===== src/rtl/keypad_scan_ctrl.sv =====
`default_nettype none
// ============================================================================
// Module   : keypad_scan_ctrl
// Purpose  : Scan sequencer for a 4x4 matrix keypad. Drives one column low at
//            a time, samples the (synchronised) rows once per column dwell,
//            debounces both the press and the release, and reports each newly
//            accepted key as a 4-bit hex code with a one-cycle strobe.
// Revision : 1.0 - initial release
// ----------------------------------------------------------------------------
// Parameters
//   SCAN_DIV   : cclk cycles each column is driven (dwell), minimum 4
//   DEBOUNCE_N : consecutive matching dwell-end samples needed to accept a
//                press or a release, minimum 1
// Ports
//   cclk      in   1  system clock
//   rst       in   1  asynchronous reset, active low
//   kypd_row  in   4  keypad rows, active low, asynchronous to cclk
//   kypd_col  out  4  column drive, one-hot-low (1110,1101,1011,0111)
//   key_code  out  4  hex code of the last accepted key (held until next)
//   key_valid out  1  one-cycle pulse when key_code is updated
//   key_held  out  1  high while the accepted key is debounced-pressed
// Key map (column, row 0..3)
//   col0: 1 4 7 0   col1: 2 5 8 F   col2: 3 6 9 E   col3: A B C D
// ============================================================================
module keypad_scan_ctrl #(
  parameter int SCAN_DIV   = 100000,
  parameter int DEBOUNCE_N = 4
) (
  input  logic       cclk,
  input  logic       rst,
  input  logic [3:0] kypd_row,
  output logic [3:0] kypd_col,
  output logic [3:0] key_code,
  output logic       key_valid,
  output logic       key_held
);

  localparam int c_cnt_w = (SCAN_DIV > 1) ? $clog2(SCAN_DIV) : 1;
  localparam int c_deb_w = $clog2(DEBOUNCE_N + 1);

  localparam logic [c_cnt_w-1:0] c_cnt_last  = c_cnt_w'(SCAN_DIV - 1);
  localparam logic [c_deb_w-1:0] c_deb_one   = c_deb_w'(1);
  localparam logic [c_deb_w-1:0] c_deb_target = c_deb_w'(DEBOUNCE_N);

  typedef enum logic [1:0] {
    ST_SCAN     = 2'd0,
    ST_DEBOUNCE = 2'd1,
    ST_HELD     = 2'd2
  } state_t;

  // --------------------------------------------------------------------------
  // Registers
  // --------------------------------------------------------------------------
  logic [3:0]         r_row_meta;
  logic [3:0]         r_row_s;
  logic [c_cnt_w-1:0] r_cnt;
  logic [1:0]         r_col_idx;
  state_t             r_state;
  logic [c_deb_w-1:0] r_deb_cnt;
  logic [3:0]         r_cap_row;
  logic [3:0]         r_key_code;
  logic               r_key_valid;
  logic               r_key_held;

  // --------------------------------------------------------------------------
  // Next-state wires
  // --------------------------------------------------------------------------
  state_t             w_state_nxt;
  logic [1:0]         w_col_nxt;
  logic [c_deb_w-1:0] w_deb_nxt;
  logic [3:0]         w_cap_nxt;
  logic [3:0]         w_code_nxt;
  logic               w_valid_nxt;
  logic               w_held_nxt;

  logic               w_sample;
  logic               w_single;
  logic [c_deb_w-1:0] w_deb_inc;

  // Map a frozen column index and a single-low row pattern to the hex code.
  function automatic logic [3:0] f_key_map(input logic [1:0] col,
                                           input logic [3:0] row);
    logic [1:0] ridx;
    logic [3:0] code;
    case (row)
      4'b1101: ridx = 2'd1;
      4'b1011: ridx = 2'd2;
      4'b0111: ridx = 2'd3;
      default: ridx = 2'd0;
    endcase
    case ({col, ridx})
      4'h0: code = 4'h1;
      4'h1: code = 4'h4;
      4'h2: code = 4'h7;
      4'h3: code = 4'h0;
      4'h4: code = 4'h2;
      4'h5: code = 4'h5;
      4'h6: code = 4'h8;
      4'h7: code = 4'hF;
      4'h8: code = 4'h3;
      4'h9: code = 4'h6;
      4'hA: code = 4'h9;
      4'hB: code = 4'hE;
      4'hC: code = 4'hA;
      4'hD: code = 4'hB;
      4'hE: code = 4'hC;
      default: code = 4'hD;
    endcase
    return code;
  endfunction

  // --------------------------------------------------------------------------
  // Row synchroniser and dwell counter
  // --------------------------------------------------------------------------
  always_ff @(posedge cclk or negedge rst) begin
    if (!rst) begin
      r_row_meta <= 4'hF;
      r_row_s    <= 4'hF;
      r_cnt      <= '0;
    end else begin
      r_row_meta <= kypd_row;
      r_row_s    <= r_row_meta;
      r_cnt      <= w_sample ? '0 : r_cnt + 1'b1;
    end
  end

  assign w_sample  = (r_cnt == c_cnt_last);
  assign w_deb_inc = r_deb_cnt + 1'b1;

  // Exactly one row low; anything else (idle or ghosting) counts as no key.
  always_comb begin
    w_single = 1'b0;
    case (r_row_s)
      4'b1110, 4'b1101, 4'b1011, 4'b0111: w_single = 1'b1;
      default:                            w_single = 1'b0;
    endcase
  end

  // --------------------------------------------------------------------------
  // FSM state register
  // --------------------------------------------------------------------------
  always_ff @(posedge cclk or negedge rst) begin
    if (!rst) begin
      r_state     <= ST_SCAN;
      r_col_idx   <= 2'd0;
      r_deb_cnt   <= '0;
      r_cap_row   <= 4'hF;
      r_key_code  <= 4'h0;
      r_key_valid <= 1'b0;
      r_key_held  <= 1'b0;
    end else begin
      r_state     <= w_state_nxt;
      r_col_idx   <= w_col_nxt;
      r_deb_cnt   <= w_deb_nxt;
      r_cap_row   <= w_cap_nxt;
      r_key_code  <= w_code_nxt;
      r_key_valid <= w_valid_nxt;
      r_key_held  <= w_held_nxt;
    end
  end

  // --------------------------------------------------------------------------
  // FSM next-state / output logic. Everything changes only at a sample point,
  // so the column (and the strobe) update on the cycle after it. The column
  // stays frozen outside SCAN, so r_col_idx doubles as the captured column.
  // --------------------------------------------------------------------------
  always_comb begin
    w_state_nxt = r_state;
    w_col_nxt   = r_col_idx;
    w_deb_nxt   = r_deb_cnt;
    w_cap_nxt   = r_cap_row;
    w_code_nxt  = r_key_code;
    w_valid_nxt = 1'b0;
    w_held_nxt  = r_key_held;

    if (w_sample) begin
      case (r_state)
        ST_SCAN: begin
          if (w_single) begin
            w_cap_nxt = r_row_s;
            if (c_deb_target == c_deb_one) begin
              // Single-sample debounce: the detecting sample also accepts.
              w_state_nxt = ST_HELD;
              w_deb_nxt   = '0;
              w_code_nxt  = f_key_map(r_col_idx, r_row_s);
              w_valid_nxt = 1'b1;
              w_held_nxt  = 1'b1;
            end else begin
              w_state_nxt = ST_DEBOUNCE;
              w_deb_nxt   = c_deb_one;
            end
          end else begin
            w_col_nxt = r_col_idx + 2'd1;
          end
        end

        ST_DEBOUNCE: begin
          if (r_row_s == r_cap_row) begin
            if (w_deb_inc == c_deb_target) begin
              w_state_nxt = ST_HELD;
              w_deb_nxt   = '0;
              w_code_nxt  = f_key_map(r_col_idx, r_row_s);
              w_valid_nxt = 1'b1;
              w_held_nxt  = 1'b1;
            end else begin
              w_deb_nxt = w_deb_inc;
            end
          end else begin
            w_state_nxt = ST_SCAN;
            w_deb_nxt   = '0;
            w_col_nxt   = r_col_idx + 2'd1;
          end
        end

        ST_HELD: begin
          // Release counter: only consecutive all-high samples count.
          if (r_row_s == 4'hF) begin
            if (w_deb_inc == c_deb_target) begin
              w_state_nxt = ST_SCAN;
              w_deb_nxt   = '0;
              w_held_nxt  = 1'b0;
              w_col_nxt   = r_col_idx + 2'd1;
            end else begin
              w_deb_nxt = w_deb_inc;
            end
          end else begin
            w_deb_nxt = '0;
          end
        end

        default: begin
          w_state_nxt = ST_SCAN;
          w_deb_nxt   = '0;
        end
      endcase
    end
  end

  // --------------------------------------------------------------------------
  // Outputs
  // --------------------------------------------------------------------------
  assign kypd_col  = ~(4'b0001 << r_col_idx);
  assign key_code  = r_key_code;
  assign key_valid = r_key_valid;
  assign key_held  = r_key_held;

endmodule
`default_nettype wire


===== config.mk =====
export PLATFORM = sky130hd
export DESIGN_NAME = keypad_scan_ctrl
export DESIGN_NICKNAME = d
export VERILOG_FILES = /design/src/rtl/keypad_scan_ctrl.sv
export SDC_FILE = /design/constraint.sdc
export NUM_CORES = 1
export LEC_CHECK = 0
export ABC_AREA = 1
export CAP_MARGIN = 20
export CORE_UTILIZATION = 53
export CTS_CLUSTER_SIZE = 30
export DETAILED_ROUTE_END_ITERATION = 8
export PLACE_DENSITY = 0.76
export SLEW_MARGIN = 20
export SYNTH_ARGS = -nofsm -noshare
export SYNTH_HDL_FRONTEND = slang
export SYNTH_SLANG_ARGS = --single-unit

===== constraint.sdc =====
create_clock -name cclk -period 1.8 [get_ports cclk]
set_clock_uncertainty 0.2 [all_clocks]
set_input_delay 0.27 -clock cclk [delete_from_list [all_inputs] [get_ports cclk]]
set_output_delay 0.27 -clock cclk [all_outputs]
set_load 0.02 [all_outputs]

After elaboration in Yosys (flattened, before gate mapping)
Memories as Yosys holds them, arrays and structs flattened. A register that Yosys moved wholly into a read port is not among the register bits.
Cells that the tools add are included.

word-level totals
  flip-flop bits (word level) = 38
  bits in read-only memories = 64
  input bits = 6
  output and inout bits = 10
  word-level logic and storage cells = 76
  memories = 1

operators by class
  add/subtract/negate cells = 3
  equal/unequal tests = 18
  shift-type cells = 1
  muxes and demuxes = 32
  bitwise logic cells = 1
  reductions and logical operators = 11

memories
  name              depth  bits a word  rd ports  clocked after Yosys merged registers in  write ports  line  text
  (name not given)  16     4            1         1                                        0            91    case ({col, ridx})

operators with widths
  operator                 count
  $mux W2                  13
  $pmux W2 S3              3
  $add A17 B1 Y17 const B  1
  $eq A17 B17 Y1 const B   1
  $mux W17                 1
  $eq A4 B4 Y1 const B     4
  $ne A2 B2 Y1 const B     7
  $mux W3                  4
  $reduce_and A6 Y1        2
  $mux W1                  9
  $pmux W3 S3              1
  $reduce_and A5 Y1        1
  $eq A4 B3 Y1 const B     1
  $eq A4 B4 Y1             1
  $not A4 Y4               1
  $reduce_and A4 Y1        1
  $reduce_or A4 Y1         1
  $shl A1 B2 Y4 const A    1
  $add A3 B1 Y3 const B    1
  $eq A3 B3 Y1 const B     1
  $ne A3 B3 Y1 const B     1
  $reduce_and A3 Y1        1
  $reduce_bool A3 Y1       1
  $add A2 B1 Y2 const B    1
  other kinds (7)          7

Logic depth before layout (Yosys ltp)
  depth in word-level cells = 6
  gate-level depth with buffers = 11
  depth with buffers taken out = 11

Worst setup path after synthesis
No wires, ideal clock.

  kind = reg2reg
  from = register r_row_s[0]
  to = register r_key_code[1], in the netlist key_code[1]
  setup time = 0.117 ns
  arrival = 1.528 ns
  required time = 1.483 ns
  setup slack = -0.045 ns
  stages on the path, launching flop included = 11
  path buffers = 0
  clock period less this slack = 1.845 ns
  cell sequence = dfstp_2 -> nand2_1 -> inv_1 -> nand3_1 -> nand2_1 -> inv_1 -> ha_1 -> o21ai_0 -> o22ai_1 -> nor2_1 -> nor2_1

between the ends
  longest elaborated chain between the ends = 6
  elaborated cells between the ends (all ways) = 10
  classes of those cells = 4 x eq/ne; 5 x mux; 1 x reduce/logical

RTL lines
  element                                       line  text
  start: declaration                            55    logic [3:0] r_row_s;
  start signal: assignment                      122   r_row_s <= r_row_meta;
  $eq A4 B3 Y1 or $eq A4 B4 Y1 (tied branches)  85    case (row)
  $pmux W2 S3                                   85
  $mux W2                                       199   if (w_deb_inc == c_deb_target) begin
  $mux W2                                       198   if (r_row_s == r_cap_row) begin
  $mux W2                                       177   case (r_state)
  $mux W2                                       176   if (w_sample) begin
  end: declaration                              61    logic [3:0] r_key_code;

Several ways; a longest one is shown, not always the timed one. The select of a mux whose other input is x is not followed.
A chain may end at the register's enable or synchronous reset.

Worst setup path after layout
  from = register r_cnt[0]
  to = register r_key_code[2], in the netlist key_code[2]

between the ends
  longest elaborated chain between the ends = 2

RTL lines
  element                             line  text
  start: declaration                  56    logic [c_cnt_w-1:0] r_cnt;
  start signal: assignment            123   r_cnt <= w_sample ? '0 : r_cnt + 1'b1;
  $eq A17 B17 Y1                      127   assign w_sample = (r_cnt == c_cnt_last);
  $reduce_and A4 Y1 (no source line)  --

No other way between the ends.

==> flow_summary.toml <==
[yosys]
avgSynthCellArea_um2 = 7.66
synthTopCellsByArea = "dfrtp_1 (32%), nand2_1 (14%), dfstp_2 (13%)"
synth_ff_type = "dfrtp_1"
syn_area_um2 = 2340
synth_top_area_cell = "dfrtp_1"
syn-num-nets = 320
synth_edf_count = 0
ys_types = 28
synth-seq-cells = 42
syn-instance-count = 305
ys_warn_count = 0
synth_top_area_share = 0.321
seq_area_frac_synth = 0.456
synth_async_sr_flop_share = 1.00

[detailed_routing]
dr_total_vias = 2108
wl_um = 5290
dr.first_iter.drc_count = 211
wire_per_inst_um = 12.7
viasPerCell = 5.07
drc = 0
ant_nets = 0
dr.pass1.iters = 4

[sta]
rsz0062_at_grt = "true"
tightest_slew_ns = 0.529
tns_ns = -0.0703
hold_viol_final = 0
fin_crit_ns = 1.84
slew_headroom = 0.647
hold_slack_ns = 0.148
min_period_over_period = 1.02
setup_slack_ns = -0.0375
drv_slew = 0
max_freq_ghz = 0.544
setup_viol = 2

[clocking]
tritoncts = "yes"
clockBufferDepth = 2
cts_root_buf = "clkbuf_8"
cts.sinks = 42
cts_max_level = 2
clk_pin_slew_ns = 0.08
worstSkewPairLatency_ns = 0.31
cts_buffers = 5

[critical_path]
timing_worst_setup_path_type = "flip-flop to flip-flop"
rr_worst_depth = 10
crit_required_ns = 1.84
start_kind = "flip-flop"
cp.arrival_ns = 1.88
crit_fanout = 6
cp-end-kind = "flip-flop"

[global_routing]
grt_max_degree = 43
grt_pass1_vias = 1838
grt_overflow = 0
grt_usage = 0.232
grt_pass1_wl_um = 7830
antenna_found_initial = 0

[floorplan]
core_area_um2 = 4120
die_x_um = 68.4
num_rows = 23
dieArea_um2 = 4680
chipHeight_um = 68.4
ios = 16
initial_utilization = 0.568

[layout]
final_cell_mix = "nand2_1 (70), inv_1 (41), nor2_1 (34), buf_4 (32), dfrtp_1 (30)"
syn_to_final_growth_pct = 31.9
final_cell_area_um2 = 3080
nNetsFinal = 380
final_common_cell = "nand2_1"
layout-drive-gt1-share = 0.331
fin_util = 0.749
antennaDiodeCount = 0

[power]
power_density_nw_per_um2 = 565
power_frac_clock = 0.374
ir_drop_mv = 0.570
leakage_nw = 1.57
switching_share = 0.243
p_sw_mw = 0.424
p_comb_frac = 0.070
cell_internal_pwr_mw = 1.32
pwr-share-seq = 0.556

[worst_hold_path]
hold_depth = 0
hp-class = "flip-flop to flip-flop"

[status]
outcome = "finished, violations left"
violations = "setup timing"

[place]
place_ws_ns = -0.0999
place_congestion = 0.878
placed_area_um2 = 2700
io_buffer_count = 15
hpwl_um = 3390

[flow_run]
drv_cap = 0
-- metrics by stage --
stage | total power, mW | instances
after global routing | 1.80 | 416
final | 1.74 | 416
after detailed placement | 1.07 | 392
after floorplan | 1.02 | 305
after CTS | 1.73 | 405
after global placement | 1.06 | 392
-- per-layer routing --
metal / share of wire / vias to the layer above / global-route usage
met4: 0.013 / 0 / 0.0990
met1: 0.47 / 979 / 0.322
li1: - / 1066 / -
met2: 0.47 / 55 / 0.342
met3: 0.047 / 8 / 0.0583
met5: 0 / - / 0
-- cell usage after synthesis, types with 3 or more instances --
| master | number |
|---|---|
| nand2_4 | 3 |
| ha_1 | 9 |
| o21ai_0 | 9 |
| nor2_4 | 3 |
| nor2_1 | 37 |
| inv_1 | 50 |
| nor3_1 | 6 |
| nand4_1 | 7 |
| nand2_2 | 3 |
| a21oi_1 | 10 |
| dfstp_2 | 12 |
| xor2_1 | 4 |
| nand3_1 | 16 |
| nand2_1 | 85 |
| dfrtp_1 | 30 |
| o21ai_1 | 6 |
-- state kept, by name, indices dropped and copies added (netlist names) --
name,cells
r_deb_cnt,3
r_cnt,17
r_row_s,4
key_valid,1
key_code,4
r_row_meta,4
r_state,2
key_held,1
r_cap_row,4
r_col_idx,2
-- cell families after synthesis --
| kind of cell | synth area share |
|---|---|
| compound gates | 0.0755 |
| xor+xnor | 0.0150 |
| fa+ha+maj | 0.0482 |
| buf+inv | 0.0937 |
| flops | 0.456 |
| simple gates | 0.311 |
-- power groups by stage --
stage	Combinational (mW)	Sequential, mW	Clock (mW)
2_1_floorplan	0.0378	0.983	0
3_3_place_gp	0.0813	0.983	0
3_5_place_dp	0.0836	0.984	0
4_1_cts	0.0969	0.967	0.667
5_1_grt	0.135	0.969	0.695
6_report	0.122	0.968	0.652
-- final timing paths --
path | start | endpoint | slack [ns]
max | r_cnt[0] | key_code[2] | -0.04
min | r_row_meta[1] | r_row_s[1] | 0.15
max reg2reg | r_cnt[0] | key_code[2] | -0.04
min reg2reg | r_row_meta[1] | r_row_s[1] | 0.15
max in group asynchronous | rst | r_row_s[0] | 0.66
min in group asynchronous | rst | r_cnt[13] | 0.35
-- worst max-delay path, cell delays in order, from the launching register on --
cell and delay, ns:
dfrtp_1 0.39, ha_2 0.20, nand2_2 0.07, nor2_4 0.11
nand2_2 0.07, nor2_4 0.21, buf_4 0.22, nand2_4 0.06
nor2_4 0.10, nor2_1 0.05, nor2_1 0.10
-- area by class of cell --
cell class              count  area (µm²)
flip-flops and latches     42        1070
multi-input cells         209        1210
clock buffers               6        82.6
clock inverters             2        12.5
inverters                  54         209
repair buffers             53         440
fillers                   295        1030
well taps                  50        62.6
-- what timing repair did --
item / in CTS / in global routing
gates cloned: 0 / 1
hold endpoints to repair: 30 / 0
buffers inserted: 4 / 10
resized for setup: 24 / 47
endpoints found under the setup margin: 7 / 25
pin swaps: 11 / 7
hold buffers: 1 / 0
(Power assumes the default switching activity.)
